<file path="src/rtl/pc_seq_pkg.sv">
// Shared types and default parameters for the fetch-address sequencer.
package pc_seq_pkg;

   typedef enum logic [1:0] {
      RUN    = 2'd0,
      PEND   = 2'd1,
      HALTED = 2'd2
   } pc_state_t;

   localparam int          ADDR_W_DEF    = 64;
   localparam int          INC_DEF       = 4;
   localparam logic [63:0] RESET_VEC_DEF = 64'h0000_0000_0000_0000;
   localparam logic [63:0] EXC_VEC_DEF   = 64'h0000_0000_0000_0100;

endpackage

</file>
<file path="src/rtl/pc_sequencer_if.sv">
// Control/observation bundle between branch/hazard logic (master) and the sequencer (slave).
interface pc_sequencer_if #(
   parameter int ADDR_W = 64
);
   logic              stall;
   logic              br_taken;
   logic [ADDR_W-1:0] br_target;
   logic              exc;
   logic              halt;
   logic [ADDR_W-1:0] pc;
   logic [ADDR_W-1:0] pc_next_seq;
   logic [ADDR_W-1:0] pc_dec;
   logic              dec_valid;
   logic              redirect_pending;
   logic              halted;

   modport master (
      output stall, br_taken, br_target, exc, halt,
      input  pc, pc_next_seq, pc_dec, dec_valid, redirect_pending, halted
   );

   modport slave (
      input  stall, br_taken, br_target, exc, halt,
      output pc, pc_next_seq, pc_dec, dec_valid, redirect_pending, halted
   );
endinterface

</file>
<file path="src/rtl/pc_reg.sv">
// Address-wide register with asynchronous active-high reset to a parameterised value and load enable.
module pc_reg #(
   parameter int           W       = 64,
   parameter logic [W-1:0] RST_VAL = {W{1'b0}}
) (
   input  logic         clk,
   input  logic         reset,
   input  logic         en_i,
   input  logic [W-1:0] d_i,
   output logic [W-1:0] q_o
);

   // Storage: loads d_i only when enabled
   always_ff @(posedge clk or posedge reset) begin
      if (reset) begin
         q_o <= RST_VAL;
      end else if (en_i) begin
         q_o <= d_i;
      end else begin
         q_o <= q_o;
      end
   end

endmodule

</file>
<file path="src/rtl/pc_sequencer.sv">
// Fetch PC sequencer: sequential advance, stall, immediate/deferred redirect,
// exception vectoring, sticky halt and a one-stage decode PC register.
module pc_sequencer
   import pc_seq_pkg::*;
#(
   parameter int                ADDR_W    = ADDR_W_DEF,
   parameter int                INC       = INC_DEF,
   parameter logic [ADDR_W-1:0] RESET_VEC = ADDR_W'(RESET_VEC_DEF),
   parameter logic [ADDR_W-1:0] EXC_VEC   = ADDR_W'(EXC_VEC_DEF)
) (
   input  logic            clk,
   input  logic            reset,
   pc_sequencer_if.slave   bus
);

   localparam logic [ADDR_W-1:0] INC_V = ADDR_W'(INC);

   pc_state_t         state_q, state_d;
   logic              dv_q, dv_d;
   logic [ADDR_W-1:0] pc_q, pc_d, pend_q, dec_q;
   logic              pc_en, pend_en, dec_en;

   pc_reg #(.W(ADDR_W), .RST_VAL(RESET_VEC)) u_pc (
      .clk(clk), .reset(reset), .en_i(pc_en), .d_i(pc_d), .q_o(pc_q)
   );

   pc_reg #(.W(ADDR_W), .RST_VAL({ADDR_W{1'b0}})) u_pend (
      .clk(clk), .reset(reset), .en_i(pend_en), .d_i(bus.br_target), .q_o(pend_q)
   );

   pc_reg #(.W(ADDR_W), .RST_VAL({ADDR_W{1'b0}})) u_dec (
      .clk(clk), .reset(reset), .en_i(dec_en), .d_i(pc_q), .q_o(dec_q)
   );

   // Priority chain: exception, halted hold, halt, redirect, defer, replay, stall, advance
   always_comb begin
      state_d = state_q;
      dv_d    = dv_q;
      pc_d    = pc_q;
      pc_en   = 1'b0;
      pend_en = 1'b0;
      dec_en  = 1'b0;
      if (bus.exc) begin
         pc_en   = 1'b1;
         pc_d    = EXC_VEC;
         dv_d    = 1'b0;
         state_d = RUN;
      end else if (state_q == HALTED) begin
         state_d = HALTED;
      end else if (bus.halt) begin
         dv_d    = 1'b0;
         state_d = HALTED;
      end else if (bus.br_taken && !bus.stall) begin
         pc_en   = 1'b1;
         pc_d    = bus.br_target;
         dv_d    = 1'b0;
         state_d = RUN;
      end else if (bus.br_taken) begin
         pend_en = 1'b1;
         state_d = PEND;
      end else if ((state_q == PEND) && !bus.stall) begin
         pc_en   = 1'b1;
         pc_d    = pend_q;
         dv_d    = 1'b0;
         state_d = RUN;
      end else if (bus.stall) begin
         state_d = state_q;
      end else begin
         pc_en   = 1'b1;
         pc_d    = pc_q + INC_V;
         dec_en  = 1'b1;
         dv_d    = 1'b1;
         state_d = RUN;
      end
   end

   // State and decode-valid registers
   always_ff @(posedge clk or posedge reset) begin
      if (reset) begin
         state_q <= RUN;
         dv_q    <= 1'b0;
      end else begin
         state_q <= state_d;
         dv_q    <= dv_d;
      end
   end

   assign bus.pc               = pc_q;
   assign bus.pc_next_seq      = pc_q + INC_V;
   assign bus.pc_dec           = dec_q;
   assign bus.dec_valid        = dv_q;
   assign bus.redirect_pending = (state_q == PEND);
   assign bus.halted           = (state_q == HALTED);

endmodule

</file>
<file path="src/flat_wrapper.sv">
// flat-port wrapper written by rule: the top's interface ports become plain ports
module pc_sequencer_flat import pc_seq_pkg::*;
#(
   parameter int                ADDR_W    = ADDR_W_DEF,
   parameter int                INC       = INC_DEF,
   parameter logic [ADDR_W-1:0] RESET_VEC = ADDR_W'(RESET_VEC_DEF),
   parameter logic [ADDR_W-1:0] EXC_VEC   = ADDR_W'(EXC_VEC_DEF)
)
  (clk, reset, bus_stall, bus_br_taken, bus_br_target, bus_exc, bus_halt, bus_pc, bus_pc_next_seq, bus_pc_dec, bus_dec_valid, bus_redirect_pending, bus_halted);
  pc_sequencer_if #(.ADDR_W(ADDR_W)) bus_i ();
  input  logic clk;
  input  logic reset;
  input wire logic [$bits(bus_i.stall)-1:0] bus_stall;
  input wire logic [$bits(bus_i.br_taken)-1:0] bus_br_taken;
  input wire logic [$bits(bus_i.br_target)-1:0] bus_br_target;
  input wire logic [$bits(bus_i.exc)-1:0] bus_exc;
  input wire logic [$bits(bus_i.halt)-1:0] bus_halt;
  output wire logic [$bits(bus_i.pc)-1:0] bus_pc;
  output wire logic [$bits(bus_i.pc_next_seq)-1:0] bus_pc_next_seq;
  output wire logic [$bits(bus_i.pc_dec)-1:0] bus_pc_dec;
  output wire logic [$bits(bus_i.dec_valid)-1:0] bus_dec_valid;
  output wire logic [$bits(bus_i.redirect_pending)-1:0] bus_redirect_pending;
  output wire logic [$bits(bus_i.halted)-1:0] bus_halted;
  assign bus_i.stall = bus_stall;
  assign bus_i.br_taken = bus_br_taken;
  assign bus_i.br_target = bus_br_target;
  assign bus_i.exc = bus_exc;
  assign bus_i.halt = bus_halt;
  assign bus_pc = bus_i.pc;
  assign bus_pc_next_seq = bus_i.pc_next_seq;
  assign bus_pc_dec = bus_i.pc_dec;
  assign bus_dec_valid = bus_i.dec_valid;
  assign bus_redirect_pending = bus_i.redirect_pending;
  assign bus_halted = bus_i.halted;
  pc_sequencer #(.ADDR_W(ADDR_W), .INC(INC), .RESET_VEC(RESET_VEC), .EXC_VEC(EXC_VEC)) u_core (.clk(clk), .reset(reset), .bus(bus_i));
endmodule
</file>
<file path="config.mk">
export PLATFORM = sky130hd
export DESIGN_NAME = pc_sequencer_flat
export DESIGN_NICKNAME = d
export VERILOG_FILES = /design/src/rtl/pc_seq_pkg.sv /design/src/rtl/pc_sequencer_if.sv /design/src/rtl/pc_reg.sv /design/src/rtl/pc_sequencer.sv /design/src/flat_wrapper.sv
export SDC_FILE = /design/constraint.sdc
export NUM_CORES = 1
export LEC_CHECK = 0
export CAP_MARGIN = 25
export CORE_MARGIN = 3
export CORE_UTILIZATION = 40
export CTS_CLUSTER_SIZE = 28
export DETAILED_ROUTE_END_ITERATION = 6
export GPL_ROUTABILITY_DRIVEN = 0
export MAX_ROUTING_LAYER = met4
export PLACE_DENSITY = 0.78
export SYNTH_ARGS = -nofsm -noshare
export SYNTH_HDL_FRONTEND = slang
export SYNTH_SLANG_ARGS = --single-unit
export TNS_END_PERCENT = 5
</file>
<file path="constraint.sdc">
create_clock -name clk -period 7.61 [get_ports clk]
set_input_delay 1.522 -clock clk [delete_from_list [all_inputs] [get_ports clk]]
set_output_delay 1.522 -clock clk [all_outputs]
set_load 0.005 [all_outputs]
</file>
==> summary.txt, run 1 <==
Status
  • Outcome: finished clean

Cells and area
  • Area of the multi-input gates: 5450 sq um
  • Layout cells sized above 1: 0.162
  • Fin util: 0.543
  • Final Instance Count excl. Fillers: 1617
  • Post-layout nets: 1339
  • Most frequent cells in the layout: clkdlybuf4s50_1, dfrtp_1, mux2_2
  • Design area: 14200 sq um
  • Most common cell after layout, fill and taps aside: clkdlybuf4s50_1
  • P&R area growth vs syn: 33.0%
  • Storage element area: roughly 4900 sq um
  • FILL cells: 2228

Critical path
  • Max FO, Critical Path: 14
  • CP Data Required Time: 6.09 ns
  • Crit Path Class: flip-flop to output pin
  • Crit end category: output pin
  • CP arrival: roughly 4 ns
  • Startpoint types: flip-flop
  • R2r worst-path depth: 5

Global routing
  • First-pass GRT wire length: around 56000 microns
  • Tot GR Track Use: 0.256
  • Vias in the first global route: just under 10000
  • Initial antenna violation count: 1
  • Congestion Overflow GR: 0
  • Largest net degree at the start of global routing: 139

Clock tree
  • Setup bufs post-CTS: 0
  • Cts hold-fix bufs: 0
  • Gates resized, CTS repair: 0
  • H-tree lvl count: 4
  • CTS tree: yes
  • Clock Tree Buf Depth: 2
  • CTS buffer count: 17
  • CTS Sinks: 195
  • Worst-skew pair later-pin latency: 0.44 ns
  • Root Buffer Master: clkbuf_16
  • CTS clk-pin slew, worst paths: 0.08 ns

Detailed routing
  • Avg Vias per Cell: 5.99
  • Final WL: 36100 microns
  • Pre-Repair DR Iteration Count: 7
  • Post-DRT Antenna Nets: 0
  • Wire length per cell: 22.3 microns
  • 1st-iter DRT viols: 1003
  • # DRC: 0
  • Total number of vias: 9693

Power
  • NetSw: roughly 650 uW
  • Switching share of total power: 0.260
  • Maximum VDD drop: 0.119 mV
  • Pleak: between 5 and 6 nW
  • PwrDens: 176 nW/um^2
  • Combinational fraction of design power: 0.136
  • Seq pwr share: 0.484
  • Int Power: 1.85 mW
  • Clock network fraction of total power: 0.379

Hold path
  • Hold crit path type: flip-flop to flip-flop
  • Worst Hold Depth: 1

Floorplan
  • Die W: 170 microns
  • Starting Density: 0.408
  • Core Box Area: between 20000 and 30000 sq um
  • Die area: between 20000 and 30000 sq um
  • Die height: 170 microns
  • Num rows: 59
  • I/O Pins: between 200 and 300

Place
  • DP Area: 13600 sq um
  • Worst slack at placement: 2.58 ns
  • Port Buffer Count: approximately 260
  • Inst Count DP: around 1600
  • Hpwl dp: 25500 microns

Synthesis
  • Largest family of logic cells by synthesized area: simple AND/OR/NAND/NOR gates
  • Post-Synth XOR/XNOR Area: 0.0498
  • Synth Area in Compound Gates: 0.127
  • Synth area leader: dfrtp_1
  • Fraction of the mapped netlist area in adder cells: 0.00210
  • Synth warnings: 0
  • Post-synth EDFFs: 0
  • Mapped Avg Cell Area: 10.2 sq um
  • Seq cells post-synth: 195
  • Multiplexer share of the synthesized area: 0.147
  • Largest cells by area after synthesis: dfrtp_1, mux2_2, xnor2_1
  • Ys flop type: dfrtp_1
  • Simple-gate share of the synthesized area: 0.178
  • Synthesized area: 10700 sq um
  • Seq/Total Area, Yosys: 0.456
  • Synth Instances: 1052
  • Synth top area share: 0.456
  • Async SR Flop Fraction: 1.00
  • Netlist cell types: 74
  • Mapped Nets: roughly 1100

Timing
  • RSZ-0062 raised after global routing: false
  • Final Cycle Share: 0.731
  • Setup violations, final: 0
  • Peak Freq: 180 MHz
  • Setup_tns: 0 ns
  • Final min period: 5.56 ns
  • Clock skew: 0.0128 ns
  • Headroom to the max-slew limit: 0.331
  • Max-slew violations: 0
  • Worst Max-Slew Pin Slew: 0.999 ns
  • Hold Violations, Final: 0
  • Final setup margin: 2.05 ns

Job
  • Max-Cap Viols: 0
-- metal layers --
layer	vias up	track usage	part of all wire
met3	91	0.0643	0.088
met1	4804	0.322	0.41
met4	0	0.0850	0.029
li1	4319	-	-
met5	-	-	0
met2	479	0.406	0.47
-- Yosys cell counts, types with 7 or more instances --
cell	number
a21o_1	12
buf_2	9
and3_1	10
nor4_1	23
a22o_1	18
or4_1	10
nand2_1	73
a22oi_1	12
xor2_1	21
nor3_1	59
o211ai_1	16
nand3_1	45
dfrtp_1	195
a21oi_1	33
o21ai_0	50
nand4_1	22
inv_1	24
nor2_1	56
mux2_2	130
or3_1	7
clkbuf_1	65
o31ai_1	7
mux2i_1	11
xnor2_1	38
-- path summary, 6_finish.rpt --
kind,startpoint,endpoint,slack (ns)
min in group asynchronous,reset,u_core.u_dec.q_o[3],1.46
max in group asynchronous,reset,u_core.state_q[0],4.58
max reg2reg,u_core.u_pc.q_o[5],u_core.u_pc.q_o[57],4.32
max,u_core.u_pc.q_o[5],bus_pc_next_seq[59],2.05
min,u_core.u_pend.q_o[50],u_core.u_pend.q_o[50],0.50
min reg2reg,u_core.u_pend.q_o[50],u_core.u_pend.q_o[50],0.50
-- power groups by stage --
| stage | Sequential [mW] | Clock, mW | Combinational (mW) |
|---|---|---|---|
| floorplan | 1.21 | 0 | 0.187 |
| global route | 1.22 | 1.01 | 0.371 |
| finish | 1.21 | 0.950 | 0.341 |
| CTS | 1.21 | 0.965 | 0.342 |
| global placement | 1.22 | 0 | 0.330 |
| detailed placement | 1.23 | 0 | 0.340 |
-- state kept, by name (all words and copies together) (netlist names) --
name / count
u_core.u_dec.q_o: 64
u_core.state_q: 2
u_core.bus.dec_valid: 1
u_core.u_pc.q_o: 64
u_core.u_pend.q_o: 64
-- critical path, stage by stage (launching register included) --
cell and delay, ns:
dfrtp_1 0.49, nand4_1 0.61, or4_1 0.94, nor4_4 0.70, nand3_1 0.18, xnor2_1 0.16, clkdlybuf4s50_1 0.51
-- cells by family (layout without fill, tap and decap cells) --
group | count (synthesis) | count (layout)
simple gates | 352 | 352
compound gates | 197 | 197
flops | 195 | 195
mux | 141 | 141
buf+inv | 105 | 334
xor+xnor | 60 | 60
fa+ha+maj | 2 | 2
other cells | 0 | 1
-- area by class of cell --
cell class              instances  share of cell area
repair buffers                278               0.195
multi-input cells             752               0.383
flip-flops and latches        195               0.343
well taps                     335              0.0294
clock buffers                  20              0.0328
diodes                          1            0.000176
clock inverters                12              0.0100
inverters                      24             0.00686
-- metrics by stage --
| stage | total power, mW | hold slack, ns |
|---|---|---|
| 3_5_place_dp | 1.57 | 0.485 |
| 6_report | 2.50 | 0.505 |
| 3_3_place_gp | 1.55 | 0.474 |
| 5_1_grt | 2.60 | 0.513 |
| 2_1_floorplan | 1.39 | 0.459 |
| 4_1_cts | 2.52 | 0.502 |
Power figures use the tool's default switching activity.
==> run 2, diff against run 1 <==
- clock period: 7.61 -> 5.4 ns (I/O delays scaled with it)
==> run 2 against run 1 <==
Flip-flop and latch count is the same. Final cell count grew 0.43%. Setup slack lost 1.4 ns. Sequential share of layout area is essentially flat. First-iteration DRC count grew 1.9%.
==> summary.txt, run 2 (synthesis gave the netlist of run 1 again) <==
Power
  • Combinational fraction of design power: 0.140
  • Pleak: 5.89 nW
  • PwrDens: 243 nW/um^2
  • Maximum VDD drop: 0.157 mV
  • Clock network fraction of total power: 0.366
  • Seq pwr share: 0.494
  • Tot Pwr: 3.46 mW
  • NetSw: 901 uW
  • Int Power: approximately 2.6 mW
  • Switching share of total power: 0.260

Clock tree
  • CTS buffer count: 17
  • Worst-skew pair later-pin latency: 0.43 ns
  • CTS Sinks: 195
  • Cts hold-fix bufs: 0
  • CTS clk-pin slew, worst paths: 0.07 ns
  • Clock Tree Buf Depth: 2
  • H-tree lvl count: 4
  • CTS tree: yes
  • Setup bufs post-CTS: 0
  • Root Buffer Master: clkbuf_16
  • Gates resized, CTS repair: 0

Floorplan
  • Die area: 28800 sq um
  • Core Box Area: 26200 sq um
  • Die W: 170 microns
  • Starting Density: 0.408
  • Num rows: 59
  • Die height: between 150 and 200 microns
  • I/O Pins: between 200 and 300

Timing
  • RSZ-0062 raised after global routing: false
  • Max-slew violations: 0
  • Final min period: 4.79 ns
  • Hold Violations, Final: 0
  • Setup violations, final: 0
  • Setup_tns: 0 ns
  • Headroom to the max-slew limit: 0.292
  • Final setup margin: 0.614 ns
  • Clock skew: ~0.011 ns
  • Final Cycle Share: 0.886
  • Worst Max-Slew Pin Slew: 1.06 ns
  • Peak Freq: approximately 210 MHz

Cells and area
  • P&R area growth vs syn: 33.1%
  • Regs by FF count: u_core.u_dec.q_o: 64 flops, u_core.u_pc.q_o: 64 flops, u_core.u_pend.q_o: 64 flops
  • Most frequent cells in the layout: clkdlybuf4s50_1, dfrtp_1, mux2_2
  • Layout cells sized above 1: 0.164
  • Most common cell after layout, fill and taps aside: clkdlybuf4s50_1
  • Post-layout nets: 1344

Detailed routing
  • Final WL: between 30000 and 40000 microns
  • 1st-iter DRT viols: 1022
  • Avg Vias per Cell: 6.00
  • Total number of vias: just under 10000
  • Post-DRT Antenna Nets: 0
  • Wire length per cell: 22.5 microns
  • Pre-Repair DR Iteration Count: 6
  • # DRC: 0

Critical path
  • Largest delay share family, worst path: simple AND/OR/NAND/NOR gates
  • CP dominant cell by count: nor4_1
  • Crit end category: output pin
  • Buf/Inv on CP: 1
  • Slowest-stage cell, CP: nor4_1
  • Max FO, Critical Path: 8
  • CP Data Required Time: 4.32 ns
  • Crit Path Class: flip-flop to output pin
  • CP Cell Sequence: nand3_1 > nor4_1 > nand2_1 > nor4_1 > xor2_1 > clkdlybuf4s50_1
  • Delay of the slowest cell on the worst path: 0.94 ns
  • Startpoint types: flip-flop
  • CP arrival: 3.71 ns

Global routing
  • Largest net degree at the start of global routing: 112
  • First-pass GRT wire length: 56200 microns
  • Initial antenna violation count: 3
  • Tot GR Track Use: 0.258
  • Vias in the first global route: 9815
  • Congestion Overflow GR: 0

Hold path
  • Hold crit path type: flip-flop to flip-flop

Place
  • Port Buffer Count: 264
  • Worst slack at placement: 1.21 ns
  • Hpwl dp: between 20000 and 30000 microns

Status
  • Outcome: finished clean

Job
  • Max-Cap Viols: 0
run 2: changes by cell type in the layout (fill, tap and decap cells not counted), moves of 2 or more:
cell	previous run	this run
diode_2	1	3
buf_4	12	16
buf_12	1	3
clkinv_2	0	4
run 2: final timing paths:
| check | startpoint | to | slack [ns] | cells past startpoint |
|---|---|---|---|---|
| min reg2reg | u_core.u_pend.q_o[50] | u_core.u_pend.q_o[50] | 0.51 | 1 |
| max in group asynchronous | reset | u_core.u_pend.q_o[19] | 3.18 | 4 |
| min in group asynchronous | reset | u_core.u_dec.q_o[62] | 1.17 | 3 |
| min | u_core.u_pend.q_o[50] | u_core.u_pend.q_o[50] | 0.51 | 1 |
| max | u_core.u_pc.q_o[20] | bus_pc_next_seq[58] | 0.61 | 6 |
| max reg2reg | u_core.u_pc.q_o[4] | u_core.u_pc.q_o[57] | 2.50 | 5 |
run 2: worst reg2reg max path: cells and delay by family, from the launching register on:
kind            cells  cell delay, ns
simple gates        3            1.83
flops               1            0.51
mux                 1            0.28
compound gates      1            0.13
run 2: layout make-up:
type	count	area [sq um]
timing repair buffer	283	2820
fill	2295	12000
clock inverter	11	100
inverter	24	93.8
multi-input combinational	752	5450
clock buffer	21	470
sequential	195	4880
tap	335	419
antenna	3	7.51
run 2: through the flow:
step	utilization	hold slack, ns	instance area (sq um)	cells
floorplan	-	0.459	10700	1052
global placement	0.521	0.475	13600	1588
detailed placement	0.521	0.488	13700	1589
CTS	0.543	0.506	14200	1621
global route	0.543	0.511	14200	1624
finish	0.543	0.507	14200	1624
run 2: power groups by stage:
stage / logic (mW) / registers (mW) / clock network [mW]
6_report: 0.485 / 1.71 / 1.27
3_3_place_gp: 0.474 / 1.72 / 0
3_5_place_dp: 0.485 / 1.73 / 0
4_1_cts: 0.488 / 1.71 / 1.28
2_1_floorplan: 0.263 / 1.70 / 0
5_1_grt: 0.524 / 1.72 / 1.35
run 2: layer usage:
layer | global-route usage | part of all wire | wire length, microns
met5 | - | 0 | 0
met4 | 0.0946 | 0.029 | 1050
met3 | 0.0587 | 0.087 | 3180
met2 | 0.407 | 0.48 | 17300
met1 | 0.325 | 0.41 | 14900
